**config.mk**
```make
export PLATFORM = sky130hd
export DESIGN_NAME = store_buffer
export DESIGN_NICKNAME = d
export VERILOG_FILES = /design/src/rtl/y86_mem_pkg.sv /design/src/rtl/store_fifo.sv /design/src/rtl/store_buffer.sv
export SDC_FILE = /design/constraint.sdc
export NUM_CORES = 1
export LEC_CHECK = 0
export BUFFER_PORTS_ARGS = -buffer_cell sky130_fd_sc_hd__clkbuf_2
export CORE_MARGIN = 1
export CORE_UTILIZATION = 60
export CTS_BUF_LIST = sky130_fd_sc_hd__clkbuf_2
export DETAILED_ROUTE_END_ITERATION = 7
export PLACE_DENSITY = 0.81
export SYNTH_ARGS = -nofsm -noshare
export SYNTH_HDL_FRONTEND = slang
export SYNTH_HIERARCHICAL = 1
export SYNTH_SLANG_ARGS = --single-unit
```
**constraint.sdc**
```tcl
create_clock -name clk -period 20 [get_ports clk]
set_clock_uncertainty 0.15 [all_clocks]
set_input_delay 2 -clock clk [delete_from_list [all_inputs] [get_ports clk]]
set_output_delay 2 -clock clk [all_outputs]
set_load 0.01 [all_outputs]
```
**src/rtl/y86_mem_pkg.sv**
```systemverilog
// rtl/y86_mem_pkg.sv - shared data-memory sizing and address legality check
package y86_mem_pkg;

  localparam int unsigned DEPTH_DEFAULT     = 4;
  localparam int unsigned MEM_WORDS_DEFAULT = 1024;

  // Word address 0 is reserved as a fault trap; everything at or above the bound is unmapped
  function automatic logic addr_legal(input logic [63:0] addr, input logic [63:0] words);
    return (addr != 64'd0) && (addr < words);
  endfunction

endpackage

```
**src/rtl/store_fifo.sv**
```systemverilog
// rtl/store_fifo.sv - circular store queue with youngest-match address search
module store_fifo
  import y86_mem_pkg::*;
#(
  parameter int unsigned DEPTH = DEPTH_DEFAULT
) (
  input  logic                      clk,
  input  logic                      reset,
  input  logic                      i_push,
  input  logic [63:0]               i_push_addr,
  input  logic signed [63:0]        i_push_data,
  input  logic                      i_pop,
  input  logic [63:0]               i_search_addr,
  output logic [$clog2(DEPTH):0]    o_count,
  output logic [63:0]               o_head_addr,
  output logic signed [63:0]        o_head_data,
  output logic                      o_hit,
  output logic signed [63:0]        o_hit_data
);

  localparam int unsigned PW = $clog2(DEPTH);
  localparam int unsigned CW = PW + 1;

  logic [63:0]        r_addr [DEPTH];
  logic signed [63:0] r_data [DEPTH];
  logic [PW-1:0]      r_head;
  logic [PW-1:0]      r_tail;
  logic [CW-1:0]      r_count;

  // Entry storage is written at the tail; stale slots are never read because count bounds the search
  always_ff @(posedge clk) begin
    if (i_push) begin
      r_addr[r_tail] <= i_push_addr;
      r_data[r_tail] <= i_push_data;
    end
  end

  // Pointers wrap naturally because DEPTH is a power of two; push and pop together leave count alone
  always_ff @(posedge clk) begin
    if (reset) begin
      r_head  <= '0;
      r_tail  <= '0;
      r_count <= '0;
    end else begin
      r_head  <= r_head + PW'(i_pop);
      r_tail  <= r_tail + PW'(i_push);
      r_count <= r_count + CW'(i_push) - CW'(i_pop);
    end
  end

  // Walk oldest to youngest so the last match found is the youngest store to that address
  always_comb begin
    o_hit      = 1'b0;
    o_hit_data = '0;
    for (int k = 0; k < DEPTH; k++) begin
      if ((CW'(k) < r_count) && (r_addr[r_head + PW'(k)] == i_search_addr)) begin
        o_hit      = 1'b1;
        o_hit_data = r_data[r_head + PW'(k)];
      end
    end
  end

  assign o_count     = r_count;
  assign o_head_addr = r_addr[r_head];
  assign o_head_data = r_data[r_head];

endmodule

```
**src/rtl/store_buffer.sv**
```systemverilog
// rtl/store_buffer.sv - memory-stage store buffer with load forwarding and background drain
module store_buffer
  import y86_mem_pkg::*;
#(
  parameter int unsigned DEPTH     = DEPTH_DEFAULT,
  parameter int unsigned MEM_WORDS = MEM_WORDS_DEFAULT
) (
  input  logic               clk,
  input  logic               reset,
  input  logic               req_valid,
  input  logic               req_write,
  input  logic [63:0]        req_addr,
  input  logic signed [63:0] req_data,
  output logic               req_ready,
  output logic               resp_valid,
  output logic signed [63:0] resp_data,
  output logic               resp_error,
  output logic [63:0]        mem_address,
  output logic               mem_write_enable,
  output logic signed [63:0] mem_data_in,
  input  logic signed [63:0] mem_data_out,
  input  logic               mem_error,
  output logic               sb_empty,
  output logic               sticky_err
);

  localparam int unsigned CW = $clog2(DEPTH) + 1;

  logic [CW-1:0]      w_count;
  logic [63:0]        w_head_addr;
  logic signed [63:0] w_head_data;
  logic               w_hit;
  logic signed [63:0] w_hit_data;
  logic               w_legal;
  logic               w_accept;
  logic               w_push;
  logic               w_load_hit;
  logic               w_load_miss;
  logic               w_drain;

  logic               r_resp_valid;
  logic signed [63:0] r_resp_data;
  logic               r_resp_error;
  logic               r_sticky_err;

  assign w_legal     = addr_legal(req_addr, 64'(MEM_WORDS));
  // Loads never occupy a slot, so only a store can be stalled by a full buffer
  assign req_ready   = !reset && (!req_write || (w_count < CW'(DEPTH)));
  assign w_accept    = req_valid && req_ready;
  assign w_push      = w_accept && req_write && w_legal;
  assign w_load_hit  = w_accept && !req_write && w_legal && w_hit;
  assign w_load_miss = w_accept && !req_write && w_legal && !w_hit;
  // A load miss owns the single memory port this cycle; the drain simply retries next cycle
  assign w_drain     = !reset && (w_count != '0) && !w_load_miss;

  store_fifo #(.DEPTH(DEPTH)) u_fifo (
    .clk           (clk),
    .reset         (reset),
    .i_push        (w_push),
    .i_push_addr   (req_addr),
    .i_push_data   (req_data),
    .i_pop         (w_drain),
    .i_search_addr (req_addr),
    .o_count       (w_count),
    .o_head_addr   (w_head_addr),
    .o_head_data   (w_head_data),
    .o_hit         (w_hit),
    .o_hit_data    (w_hit_data)
  );

  // Memory port mux: load miss read, else head drain, else parked at address 0
  always_comb begin
    mem_address      = '0;
    mem_write_enable = 1'b0;
    mem_data_in      = '0;
    if (w_load_miss) begin
      mem_address = req_addr;
    end else if (w_drain) begin
      mem_address      = w_head_addr;
      mem_write_enable = 1'b1;
      mem_data_in      = w_head_data;
    end
  end

  // One response per accepted request; miss data is captured as memory returns it at this edge
  always_ff @(posedge clk) begin
    if (reset) begin
      r_resp_valid <= 1'b0;
      r_resp_data  <= '0;
      r_resp_error <= 1'b0;
    end else begin
      r_resp_valid <= w_accept;
      r_resp_error <= w_accept && !w_legal;
      if (w_load_miss) begin
        r_resp_data <= mem_data_out;
      end else if (w_load_hit) begin
        r_resp_data <= w_hit_data;
      end else begin
        r_resp_data <= '0;
      end
    end
  end

  // Memory faults only count when the port actually carried an access this cycle
  always_ff @(posedge clk) begin
    if (reset) begin
      r_sticky_err <= 1'b0;
    end else if ((w_load_miss || w_drain) && mem_error) begin
      r_sticky_err <= 1'b1;
    end
  end

  assign resp_valid = r_resp_valid;
  assign resp_data  = r_resp_data;
  assign resp_error = r_resp_error;
  assign sticky_err = r_sticky_err;
  assign sb_empty   = (w_count == '0);

endmodule
```
==> flow_summary.ini <==
[floorplanning]
chipWidth_um = 251
coreArea_sq_um = 60800
die_h_um = 251
row_count = 90
io_pins = 395
initial_core_util = 0.611
dieArea_sq_um = 62900

[worst_setup_path]
r2r_slack_ns = 10.19
reg2reg_from = u_fifo/r_head[1]
critPathLaunch = u_fifo/r_head[1]
arrival_ns = 10.20
worst-path-max-fanout = 121
worst_setup_path_end_kind = output port
reg2reg_depth = 22
crit_end = mem_data_in[9]
timing.rr.end = u_fifo/o_count[2]
required_ns = 17.85
cp-start-kind = flop
critPathKind = reg -> out

[clock_network]
clk_pin_slew_worst_paths_ns = 0.10
hold_buffers = 0
cts_sinks = 586
cts_buffers = 153
cts_tree = yes
ctsResizeCount = 0
root_buffer = clkbuf_2
htreeDepth = 4
clockBufferDepth = 3
clk_latency_ns = 1.37
post_cts_buffers = 0

[grt]
grt_pass1_vias = 27219
antenna_found_initial = 11
grt_start_max_net_pins = 177
grt_pass1_wl_mm = 184
grt_usage = 0.405
gr-total-overflow = 0

[finish]
layout_commonest_cell = clkbuf_2
final_cell_mix = clkbuf_2 (621), edfxtp_1 (512), mux4_2 (373), mux2i_1 (288), nand2_1 (179)
seq_area_sq_um = 16900
nets = 3233
layout-drive-gt1-share = 0.352
syn2layout_area_growth_pct = 9.83
fillers = 4370
multi_input_area_sq_um = 19000
layout.cells.non_filler = 3944

[power]
pwr-share-seq = 0.345
combPwrFrac = 0.437
swShare = 0.378
clkPwrFrac = 0.218
ir_drop_v = 0.0000730
power_density_nw_per_um2 = 97.0
cellLeakagePower_nw = 13.4
internal-power_w = 0.00246
p_switching_w = 0.00150

[yosys]
synthFlopType = edfxtp_1
synth_enable_flop_cells = 512
yosys_warnings = 6
synth_compound_area_frac = 0.0689
netlist_top_cells_area = edfxtp_1 (41%), mux4_2 (23%), mux2i_1 (7.8%), dfxtp_1 (4.0%), xnor2_1 (3.3%)
yosysTopAreaCell = edfxtp_1
syn-num-nets = 2892
synth_cells = 2688
synth.top_cell.area_share = 0.414
async_reset_ff_frac = 0
synth.ff_latch_count = 586
netlist_area_sq_um = 37100
synthMuxAreaShare = 0.310
synth_simple_gate_area_share = 0.0835
netlist-cell-type-count = 74
synth_fa_ha_area_frac = 0.00256
syn_avg_cell_area_sq_um = 13.8
synth-xor-area-share = 0.0450
synth_top_family_by_area = multiplexers
synth-seq-area-share = 0.454

[worst_hold_path]
hold_class = reg -> reg

[placed_design]
dp.cells = 3656
numPortBuffers = 394
hpwl_mm = 89.4
gp_congestion = 1.04

[drt]
drtAntennaViolNets = 0
drt-total-wl_mm = 127
dr.pass1.iters = 5
routedWlPerCell_um = 32.1
dr_wl_met3_mm = 14.0
met2_length_mm = 59.7
viasPerCell = 7.19
drt_iter0_drc = 3700
drcViolationCount = 0
vias = 28359
top_layer = met5
met1_length_mm = 47.1

[timing]
relSlewSlack = 0.0427
hold_viol = 0
worst_pin_slew_ns = 1.42
min_period_over_period = 0.618
holdWs_ns = 0.378
fmax_ghz = 0.0810
rsz0062_at_grt = false
setup_viol = 0
tns_ns = 0
drv_slew = 0
min_period_ns = 12.35

[job]
drv_cap = 0

[outcome]
status = completed
through the flow:
step	total power (W)	utilization	instance area, sq um	worst slack (ns)
CTS	0.00395	0.670	40800	7.72
global route	0.00412	0.671	40800	7.32
detailed placement	0.00309	0.646	39300	9.30
finish	0.00396	0.671	40800	7.65
floorplan	0.00264	-	37100	6.50
global placement	0.00306	0.646	39300	9.51
cell families after synthesis:
group / after synthesis
DFF: 586
adders and majority gates: 7
muxes: 683
AOI/OAI and AO/OA: 328
buffers and inverters: 279
xor gates and xnor gates: 191
and+or+nand+nor: 614
how the worst min path moves through the flow:
| stage | startpoint | cells after the start | to | slack, ns |
|---|---|---|---|---|
| floorplan | sticky_err | 2 | sticky_err | 0.34 |
| global placement | sticky_err | 2 | sticky_err | 0.32 |
| detailed placement | sticky_err | 2 | sticky_err | 0.36 |
| CTS | sticky_err | 2 | sticky_err | 0.37 |
| global route | sticky_err | 2 | sticky_err | 0.39 |
| finish | sticky_err | 2 | sticky_err | 0.38 |
layout make-up:
cell class | instances | share of cell area
tap | 782 | 0.0240
clock buffer | 227 | 0.0278
antenna | 11 | 0.000675
sequential | 586 | 0.413
multi-input combinational | 1823 | 0.467
clock inverter | 50 | 0.00788
timing repair buffer | 430 | 0.0562
inverter | 35 | 0.00328
critical path, cell delays in order, from the launching register on:
cell and delay [ns]:
dfxtp_4 0.83, buf_4 0.79, buf_4 0.62, buf_4 0.86, mux2i_1 0.53, nor2_1 0.16, o31ai_1 0.47, nand4_1 0.31
nor4_1 0.67, nand4_1 0.75, a21boi_4 0.45, nand2_4 0.40, nand2b_1 0.20, nor4_2 0.11, a21boi_4 0.17, buf_4 0.82
and2_1 0.26, clkbuf_2 0.14
power groups by stage:
| stage | Clock (W) | Combinational [W] | Sequential, W |
|---|---|---|---|
| detailed placement | 0 | 0.00169 | 0.00139 |
| floorplan | 0 | 0.00128 | 0.00136 |
| CTS | 0.000883 | 0.00170 | 0.00137 |
| global route | 0.000936 | 0.00181 | 0.00137 |
| finish | 0.000864 | 0.00173 | 0.00137 |
| global placement | 0 | 0.00167 | 0.00139 |
flip-flops by register name (all words and copies together) (netlist names):
signal,flops
u_fifo/r_data,256
sticky_err,1
resp_error,1
u_fifo/r_head,2
resp_valid,1
u_fifo/r_addr,256
u_fifo/o_count,3
resp_data,64
u_fifo/r_tail,2
metal layers:
layer  vias to the layer above  GRT usage
met2                      1959      0.629
met1                     14457      0.547
li1                      11625          -
met4                        14      0.179
met5                         -          0
met3                       304     0.0960
Yosys cell counts (45+ instances only):
cell,count
edfxtp_1,512
mux4_2,373
mux2i_1,288
nand2_1,180
xnor2_1,138
and2_1,124
clkbuf_1,109
nor2_1,102
buf_2,79
dfxtp_1,74
nand3_1,73
a32oi_1,67
o21bai_1,64
xor2_1,53
nor4_1,45
Note: power is estimated with default switching activity, not from simulation.
